$ cat src/rtl/misr_pkg.sv
// Shared types and defaults for the response MISR capture stage.
// Also provides a reference single-step MISR update.
package misr_pkg;

  typedef enum logic [1:0] {
    IDLE,
    RUN,
    DONE
  } state_e;

  localparam int DEF_PAT_W  = 7;
  localparam int DEF_RESP_W = 1;
  localparam int DEF_SIG_W  = 16;

  localparam logic [DEF_SIG_W-1:0] DEF_POLY = 16'h1021;
  localparam logic [DEF_SIG_W-1:0] DEF_SEED = 16'hFFFF;

  function automatic logic [DEF_SIG_W-1:0] misr_step(
    input logic [DEF_SIG_W-1:0] sig,
    input logic [DEF_SIG_W-1:0] data,
    input logic [DEF_SIG_W-1:0] poly
  );
    logic [DEF_SIG_W-1:0] fb;
    fb = sig[DEF_SIG_W-1] ? poly : '0;
    return {sig[DEF_SIG_W-2:0], 1'b0} ^ fb ^ data;
  endfunction

endpackage

$ cat src/rtl/response_misr_capture_if.sv
// Pattern/response stream into the capture stage.
// Valid/ready handshake; one pair per accepted cycle.
interface response_misr_capture_if
  import misr_pkg::*;
#(
  parameter int PAT_W  = DEF_PAT_W,
  parameter int RESP_W = DEF_RESP_W
);

  logic              pat_valid;
  logic [PAT_W-1:0]  pat;
  logic [RESP_W-1:0] resp;
  logic              pat_ready;

  modport master (
    output pat_valid,
    output pat,
    output resp,
    input  pat_ready
  );

  modport slave (
    input  pat_valid,
    input  pat,
    input  resp,
    output pat_ready
  );

endinterface

$ cat src/rtl/misr_reg.sv
// Multiple-input signature register with seed load.
// Reusable wherever a compact running signature is needed.
module misr_reg #(
  parameter int               SIG_W = 16,
  parameter logic [SIG_W-1:0] POLY  = 16'h1021,
  parameter logic [SIG_W-1:0] SEED  = 16'hFFFF
) (
  input  logic             clk,
  input  logic             rst,
  input  logic             load,
  input  logic             en,
  input  logic [SIG_W-1:0] data,
  output logic [SIG_W-1:0] sig
);

  logic [SIG_W-1:0] sig_d;
  logic [SIG_W-1:0] sig_q;
  logic [SIG_W-1:0] fb;

  // Next signature: seed on load, shift/feedback/xor on enable
  always_comb begin
    sig_d = sig_q;
    fb    = sig_q[SIG_W-1] ? POLY : '0;
    if (load) begin
      sig_d = SEED;
    end else if (en) begin
      sig_d = {sig_q[SIG_W-2:0], 1'b0} ^ fb ^ data;
    end
  end

  // Signature register, seeded on reset
  always_ff @(posedge clk) begin
    if (rst) sig_q <= SEED;
    else     sig_q <= sig_d;
  end

  assign sig = sig_q;

endmodule

$ cat src/rtl/response_misr_capture.sv
// Compacts an exhaustive pattern/response sweep into a MISR
// signature, counts ones, records the first one, checks order.
module response_misr_capture
  import misr_pkg::*;
#(
  parameter int               PAT_W  = DEF_PAT_W,
  parameter int               RESP_W = DEF_RESP_W,
  parameter int               SIG_W  = DEF_SIG_W,
  parameter logic [SIG_W-1:0] POLY   = DEF_POLY,
  parameter logic [SIG_W-1:0] SEED   = DEF_SEED
) (
  input  logic                   CK,
  input  logic                   reset,
  input  logic                   start,
  response_misr_capture_if.slave bus,
  output logic                   busy,
  output logic                   done,
  output logic [SIG_W-1:0]       signature,
  output logic [PAT_W:0]         ones_count,
  output logic [PAT_W-1:0]       first_one_pat,
  output logic                   first_one_valid,
  output logic                   seq_error
);

  localparam int              DW   = PAT_W + RESP_W;
  localparam logic [PAT_W-1:0] LAST = '1;

  state_e           state_q, state_d;
  logic             busy_q, busy_d;
  logic             done_q, done_d;
  logic [PAT_W:0]   ones_q, ones_d;
  logic [PAT_W-1:0] first_q, first_d;
  logic             fv_q, fv_d;
  logic             seq_q, seq_d;
  logic [PAT_W-1:0] exp_q, exp_d;
  logic             load;
  logic             accept;
  logic [SIG_W-1:0] data_w;

  assign accept = busy_q & bus.pat_valid;

  // Pattern in the upper bits, response in the LSBs
  always_comb begin
    data_w         = '0;
    data_w[DW-1:0] = {bus.pat, bus.resp};
  end

  // Next-state for FSM, counters and capture flags
  always_comb begin
    state_d = state_q;
    ones_d  = ones_q;
    first_d = first_q;
    fv_d    = fv_q;
    seq_d   = seq_q;
    exp_d   = exp_q;
    load    = 1'b0;
    if (start && state_q != RUN) begin
      state_d = RUN;
      ones_d  = '0;
      first_d = '0;
      fv_d    = 1'b0;
      seq_d   = 1'b0;
      exp_d   = '0;
      load    = 1'b1;
    end else if (accept) begin
      if (|bus.resp) begin
        ones_d = ones_q + (PAT_W+1)'(1);
        if (!fv_q) begin
          first_d = bus.pat;
          fv_d    = 1'b1;
        end
      end
      if (bus.pat != exp_q) seq_d = 1'b1;
      exp_d = exp_q + PAT_W'(1);
      if (exp_q == LAST) state_d = DONE;
    end
    busy_d = (state_d == RUN);
    done_d = (state_d == DONE);
  end

  // State and registered outputs; reset wins over everything
  always_ff @(posedge CK) begin
    if (reset) begin
      state_q <= IDLE;
      busy_q  <= 1'b0;
      done_q  <= 1'b0;
      ones_q  <= '0;
      first_q <= '0;
      fv_q    <= 1'b0;
      seq_q   <= 1'b0;
      exp_q   <= '0;
    end else begin
      state_q <= state_d;
      busy_q  <= busy_d;
      done_q  <= done_d;
      ones_q  <= ones_d;
      first_q <= first_d;
      fv_q    <= fv_d;
      seq_q   <= seq_d;
      exp_q   <= exp_d;
    end
  end

  misr_reg #(
    .SIG_W (SIG_W),
    .POLY  (POLY),
    .SEED  (SEED)
  ) u_misr (
    .clk  (CK),
    .rst  (reset),
    .load (load),
    .en   (accept),
    .data (data_w),
    .sig  (signature)
  );

  assign bus.pat_ready   = busy_q;
  assign busy            = busy_q;
  assign done            = done_q;
  assign ones_count      = ones_q;
  assign first_one_pat   = first_q;
  assign first_one_valid = fv_q;
  assign seq_error       = seq_q;

endmodule

$ cat src/flat_wrapper.sv
// flat-port wrapper written by rule: the top's interface ports become plain ports
module response_misr_capture_flat import misr_pkg::*;
#(
  parameter int               PAT_W  = DEF_PAT_W,
  parameter int               RESP_W = DEF_RESP_W,
  parameter int               SIG_W  = DEF_SIG_W,
  parameter logic [SIG_W-1:0] POLY   = DEF_POLY,
  parameter logic [SIG_W-1:0] SEED   = DEF_SEED
)
  (CK, reset, start, busy, done, signature, ones_count, first_one_pat, first_one_valid, seq_error, bus_pat_valid, bus_pat, bus_resp, bus_pat_ready);
  response_misr_capture_if #(.PAT_W(PAT_W), .RESP_W(RESP_W)) bus_i ();
  input  logic CK;
  input  logic reset;
  input  logic start;
  output logic busy;
  output logic done;
  output logic [SIG_W-1:0] signature;
  output logic [PAT_W:0] ones_count;
  output logic [PAT_W-1:0] first_one_pat;
  output logic first_one_valid;
  output logic seq_error;
  input wire logic [$bits(bus_i.pat_valid)-1:0] bus_pat_valid;
  input wire logic [$bits(bus_i.pat)-1:0] bus_pat;
  input wire logic [$bits(bus_i.resp)-1:0] bus_resp;
  output wire logic [$bits(bus_i.pat_ready)-1:0] bus_pat_ready;
  assign bus_i.pat_valid = bus_pat_valid;
  assign bus_i.pat = bus_pat;
  assign bus_i.resp = bus_resp;
  assign bus_pat_ready = bus_i.pat_ready;
  response_misr_capture #(.PAT_W(PAT_W), .RESP_W(RESP_W), .SIG_W(SIG_W), .POLY(POLY), .SEED(SEED)) u_core (.CK(CK), .reset(reset), .start(start), .bus(bus_i), .busy(busy), .done(done), .signature(signature), .ones_count(ones_count), .first_one_pat(first_one_pat), .first_one_valid(first_one_valid), .seq_error(seq_error));
endmodule
$ cat config.mk
export PLATFORM = sky130hd
export DESIGN_NAME = response_misr_capture_flat
export DESIGN_NICKNAME = d
export VERILOG_FILES = /design/src/rtl/misr_pkg.sv /design/src/rtl/response_misr_capture_if.sv /design/src/rtl/misr_reg.sv /design/src/rtl/response_misr_capture.sv /design/src/flat_wrapper.sv
export SDC_FILE = /design/constraint.sdc
export NUM_CORES = 1
export LEC_CHECK = 0
export CAP_MARGIN = 20
export CORE_MARGIN = 4
export CORE_UTILIZATION = 35
export DETAILED_ROUTE_END_ITERATION = 16
export PLACE_DENSITY_LB_ADDON = 0.2
export SLEW_MARGIN = 20
export SYNTH_ARGS = -nofsm -noshare
export SYNTH_HDL_FRONTEND = slang
export SYNTH_SLANG_ARGS = --single-unit
export TNS_END_PERCENT = 5
$ cat constraint.sdc
create_clock -name CK -period 3.3 [get_ports CK]
set_input_delay 0.66 -clock CK [delete_from_list [all_inputs] [get_ports CK]]
set_output_delay 0.66 -clock CK [all_outputs]
set_load 0.01 [all_outputs]
==> results.py, run 1 <==
metrics = {
    "yosys": {
        "synth_area_leaders": "dfxtp_1 (47%), nand2_1 (6.6%), xor2_1 (5.1%), xnor2_1 (4.7%), mux2i_1 (3.7%)",
        "synth_top_family_by_area": "simple AND/OR/NAND/NOR gates",
        "yosysTopAreaCellShare_pct": 46.8,
        "synth_edf_count": 0,
        "synth_compound_area_share_pct": 12.8,
        "synth-simple-area-share_pct": 20.7,
        "syn_inst": 207,
        "synthAdderAreaFrac_pct": 1.33,
        "syn_area_um2": 1880,
        "ys_seq_elements": 44,
        "ys_dominant_reg_cell": "dfxtp_1",
        "syn_nets": 221,
        "ys_seq_area_share_pct": 46.8,
        "synth-xor-area-share_pct": 9.77,
        "ys_types": 34,
        "muxShareOfSynthArea_pct": 3.72,
        "synth_warnings": 0,
        "post-synth-top-area-cell": "dfxtp_1",
        "postSynthAreaPerCell_um2": 9.09,
        "async_flop_share_pct": 0,
    },
    "layout": {
        "layout_commonest_cell": "clkdlybuf4s50_1",
        "area_delta_synth_final_pct": 32.1,
        "layout_common_cells": "clkdlybuf4s50_1 (47), dfxtp_1 (44), nand2_1 (33)",
        "diodes": 0,
        "fin_area_um2": 2490,
        "drive_gt1_share_pct": 6.77,
        "nets": 264,
    },
    "status": {
        "status": "finished, final reports clean",
    },
    "critical_path": {
        "critPathMaxFanout": 10,
        "cp-end-kind": "primary output",
        "crit_arrival_ps": 1450,
        "max_stage_delay_ps": 610,
        "cp.required_ps": 2640,
        "timing.critical_path.buf_inv": 1,
        "critical-path-top-delay-family": "buffers and inverters",
        "critPathKind": "reg -> out",
        "path_cells": "clkdlybuf4s50_1",
        "critPathLaunchType": "register",
        "critPathSlowestCell": "clkdlybuf4s50_1",
    },
    "route": {
        "drt_iter0_drc": 54,
        "ant_nets": 0,
        "wire_per_inst_um": 13.1,
        "first_pass_iters": 4,
        "drc": 0,
        "via_per_inst": 4.83,
        "wirelength_um": 4200,
        "vias": 1551,
    },
    "cts": {
        "path_clk_slew_ps": 80,
        "cts_tree": "done",
        "cts_resized": 0,
        "hold_buffers": 0,
        "clock-root-buffer": "clkbuf_8",
        "clockBufferDepth": 2,
        "insertion_delay_ps": 300,
        "htreeDepth": 2,
        "post_cts_buffers": 0,
        "numCtsBuffers": 5,
        "cts_sinks": 44,
    },
    "pwr": {
        "vdd_drop_max_mv": 0.169,
        "p_leak_nw": 0.973,
        "power_density_nw_per_um2": 439,
        "total_power_mw": 1.09,
    },
    "global_route": {
        "grt_remaining_overflow": 0,
        "grt_pass1_vias": 1424,
        "grt_pass1_wl_um": 6920,
        "antenna_found_initial": 0,
        "grt_max_degree": 27,
        "grtUsageTotal_pct": 13.8,
    },
    "placed_design": {
        "place_area_um2": 2380,
        "portBuffers": 47,
        "dp_hpwl_um": 2950,
        "place_congestion": 0.684,
    },
    "sta": {
        "finalHoldViolCount": 0,
        "max_freq_mhz": 474,
        "fin_tns_setup_ps": 0,
        "rsz0062_at_grt": "false",
        "setup_viol": 0,
        "slew-limit-headroom_pct": 57.5,
        "worstMarginPinSlew_ps": 638,
        "timing.final.crit_share_pct": 63.9,
        "finalCriticalPeriod_ps": 2110,
        "fin_skew_ps": 9.05,
        "slew_violations": 0,
    },
    "worst_hold_path": {
        "min_path_type": "reg -> reg",
    },
    "die": {
        "fp.dieArea_um2": 6610,
        "start_util_pct": 36.4,
        "die_w_um": 81.3,
        "num_io_pins": 48,
        "rows": 26,
        "die_h_um": 81.3,
        "coreArea_um2": 5170,
    },
    "job": {
        "drv_cap": 0,
    },
}
## worst paths after layout
check,startpoint,endpoint,slack [ps],cells past startpoint
worst min-delay path,u_core.u_misr.sig[7]$_SDFFE_PP1N_,u_core.u_misr.sig[8]$_SDFFE_PP1N_,490,2
worst min register to register,u_core.u_misr.sig[7]$_SDFFE_PP1N_,u_core.u_misr.sig[8]$_SDFFE_PP1N_,490,2
worst max-delay path,u_core.bus.pat_ready$_SDFF_PP0_,bus_pat_ready,1190,1
worst max register to register,u_core.exp_q[0]$_SDFFE_PP0N_,u_core.state_q[0]$_SDFF_PP0_,1730,4
## layout make-up
| type | count | area (µm²) |
|---|---|---|
| Timing Repair Buffer | 49 | 485 |
| Clock buffer | 6 | 72.6 |
| Fill cell | 504 | 2690 |
| Multi-Input combinational cell | 146 | 910 |
| Tap cell | 70 | 87.6 |
| Sequential cell | 44 | 881 |
| Inverter | 4 | 15.0 |
| Clock inverter | 2 | 35.0 |
## report_power, final
group | switching, mW | internal, mW | leakage [nW]
Sequential | 0.0155 | 0.546 | 0.357
Combinational | 0.0632 | 0.0618 | 0.560
Clock | 0.179 | 0.225 | 0.0552
Total | 0.258 | 0.832 | 0.973
## state kept, by name, indices dropped and copies added, names as in the netlist
signal and cells:
u_core.bus.pat_ready 1, u_core.seq_error 1, u_core.first_one_pat 7, u_core.first_one_valid 1
u_core.exp_q 7, u_core.done 1, u_core.ones_count 8, u_core.state_q 2
u_core.u_misr.sig 16
## cells by family (layout without fill, tap and decap cells)
family          Yosys count  count (layout)
buf+inv                  17              61
mux                       7               7
flops                    44              44
simple gates             78              78
xor+xnor                 21              21
fa+ha+maj                 2               2
compound gates           38              38
## layer usage
| layer | vias up | part of all wire, % | global-route usage (%) |
|---|---|---|---|
| met5 | - | 0 | 0 |
| met4 | 0 | 1.5 | 5.07 |
| met3 | 6 | 5.5 | 4.99 |
| met2 | 36 | 45 | 20.3 |
| met1 | 712 | 48 | 18.3 |
| li1 | 797 | - | - |
## synthesized netlist by cell type, types with 2 or more instances
cell / count
dfxtp_1: 44
nand2_1: 33
nor2_1: 13
nand3_1: 12
a21oi_1: 11
xor2_1: 11
xnor2_1: 10
o211ai_1: 9
mux2i_1: 7
o21ai_0: 7
buf_2: 6
inv_1: 4
buf_4: 3
nand4_1: 3
o21a_1: 3
o31ai_1: 3
or3_1: 3
or3_2: 3
a21oi_2: 2
clkbuf_1: 2
ha_1: 2
nor2b_1: 2
nor4_1: 2
or4_4: 2
## through the flow
step / instances / utilization (%) / hold slack (ps) / setup slack, ps
floorplan: 207 / - / 449 / 1660
global placement: 313 / 46.0 / 469 / 1050
detailed placement: 313 / 46.0 / 478 / 972
CTS: 321 / 48.1 / 492 / 1170
global route: 321 / 48.1 / 507 / 1110
finish: 321 / 48.1 / 488 / 1190
Note: power is estimated with default switching activity, not from simulation.
==> run 2, diff against run 1 <==
clock period = 1.94 ns   (was 3.3 ns; I/O delays follow)
==> run 2 against run 1 <==
Net effect: utilization grew 1.1 points; combinational power up 82%; register-to-register slack got worse by 1300 ps; die area unchanged; sequential power up 70%; power rose by 65%; sequential cell count did not move; final cell count grew 2.5%; clock power rose by 52%; via count shrank 0.84%; non-clock buffer count rose by 9; count of clock-buffer cells in the layout is 1 higher; largest cell class unchanged.
==> results.py, run 2 (synthesis results as in run 1) <==
metrics = {
    "status": {
        "status": "finished, final reports clean",
    },
    "sta": {
        "timing.final.crit_share_pct": 94.7,
        "slew-limit-headroom_pct": 76.2,
        "rsz0062_at_grt": "false",
        "fin_skew_ps": 11.9,
        "slew_violations": 0,
        "worstMarginPinSlew_ps": 357,
        "finalCriticalPeriod_ps": 1840,
        "setup_viol": 0,
        "max_freq_mhz": 544,
        "timing.hold.ws_ps": 481,
        "fin_tns_setup_ps": 0,
        "finalHoldViolCount": 0,
    },
    "critical_path": {
        "path_cells": "clkdlybuf4s50_1",
        "critPathSlowestCell": "clkdlybuf4s50_1",
        "critical-path-top-delay-family": "buffers and inverters",
        "cp.required_ps": 1550,
        "max_stage_delay_ps": 610,
        "critPathMaxFanout": 10,
        "cp-end-kind": "primary output",
        "critPathKind": "reg -> out",
        "crit_arrival_ps": 1450,
        "critPathLaunchType": "register",
        "timing.critical_path.buf_inv": 1,
    },
    "die": {
        "start_util_pct": 36.4,
        "die_w_um": 81.3,
        "fp.dieArea_um2": 6610,
        "num_io_pins": 48,
        "die_h_um": 81.3,
        "coreArea_um2": 5170,
        "rows": 26,
    },
    "pwr": {
        "power_density_nw_per_um2": 706,
        "clock_power_share_pct": 34.2,
        "combPwrFrac_pct": 12.7,
        "total_power_mw": 1.80,
        "p_leak_nw": 1.01,
        "power.switching_uw": 433,
        "pwr-share-seq_pct": 53.1,
        "intPower_mw": 1.36,
        "vdd_drop_max_mv": 0.367,
        "switching_share_pct": 24.1,
    },
    "layout": {
        "area_delta_synth_final_pct": 35.1,
        "ff_latch_area_um2": 881,
        "layout_common_cells": "clkdlybuf4s50_1 (47), dfxtp_1 (44), nand2_1 (33)",
        "drive_gt1_share_pct": 10.0,
        "multi_input_area_um2": 910,
        "fin_area_um2": 2540,
        "layout_commonest_cell": "clkdlybuf4s50_1",
        "largest_register_ffs": 16,
        "fin_cells": 329,
        "diodes": 0,
        "fillers": 497,
        "nets": 273,
    },
    "global_route": {
        "grt_pass1_vias": 1528,
        "grt_remaining_overflow": 0,
        "antenna_found_initial": 0,
        "grtUsageTotal_pct": 14.0,
        "grt_pass1_wl_um": 7150,
        "grt_max_degree": 25,
    },
    "cts": {
        "insertion_delay_ps": 300,
        "cts_tree": "done",
        "clock-root-buffer": "clkbuf_8",
        "path_clk_slew_ps": 90,
        "cts_sinks": 44,
        "post_cts_buffers": 0,
        "hold_buffers": 0,
        "htreeDepth": 2,
        "numCtsBuffers": 5,
        "cts_resized": 0,
        "clockBufferDepth": 2,
    },
    "route": {
        "drt_iter0_drc": 44,
        "top_layer_used": "met4",
        "first_pass_iters": 4,
        "wire_per_inst_um": 12.7,
        "vias": 1538,
        "via_per_inst": 4.67,
        "wl_met2_um": 1850,
        "wirelength_um": 4170,
        "met3_length_um": 195,
        "ant_nets": 0,
        "drc": 0,
        "wl_met1_um": 2080,
    },
    "placed_design": {
        "dp_cells": 322,
        "place_congestion": 0.700,
        "dp_hpwl_um": 3020,
        "portBuffers": 47,
        "place_area_um2": 2450,
    },
    "job": {
        "drv_cap": 0,
    },
    "worst_hold_path": {
        "min_path_type": "reg -> reg",
    },
}
==> run 2: worst paths after layout <==
kind | startpoint | to | slack [ps] | depth (start not counted)
max reg2reg | u_core.bus.pat_ready$_SDFF_PP0_ | u_core.ones_count[6]$_SDFFE_PP0P_ | 450 | 3
min reg2reg | u_core.state_q[0]$_SDFF_PP0_ | u_core.state_q[0]$_SDFF_PP0_ | 480 | 2
max | u_core.bus.pat_ready$_SDFF_PP0_ | bus_pat_ready | 100 | 1
min | u_core.state_q[0]$_SDFF_PP0_ | u_core.state_q[0]$_SDFF_PP0_ | 480 | 2
==> run 2: per-stage QoR <==
step | utilization, % | worst slack [ps]
after floorplan | - | 534
after global placement | 47.3 | 54.0
after detailed placement | 47.3 | 34.6
after CTS | 49.2 | 87.8
after global routing | 49.2 | 7.19
final | 49.2 | 103
==> run 2: final cells by class <==
class | instances | share of cell area [%]
Timing Repair Buffer | 58 | 21.8
Multi-Input combinational cell | 146 | 35.8
Tap cell | 70 | 3.44
Sequential cell | 44 | 34.6
Inverter | 4 | 0.591
Clock buffer | 7 | 3.79
==> run 2: routing by layer <==
layer / GRT usage (%) / vias up
met5: 0 / -
met4: 5.57 / 0
met3: 3.66 / 5
met2: 21.4 / 29
met1: 18.6 / 690
li1: - / 814
==> run 2: power by group through the flow <==
stage                     Sequential, mW  Clock (mW)  Combinational (mW)
after floorplan                    0.979           0               0.120
after global placement             0.975           0               0.228
after detailed placement           0.975           0               0.229
after CTS                          0.954       0.633               0.231
after global routing               0.959       0.663               0.253
final                              0.954       0.613               0.228
==> run 2: worst min-delay path, stage by stage, from the launching register on <==
cell and delay (ps):
dfxtp_1 320, nand2_1 60, o32ai_1 50
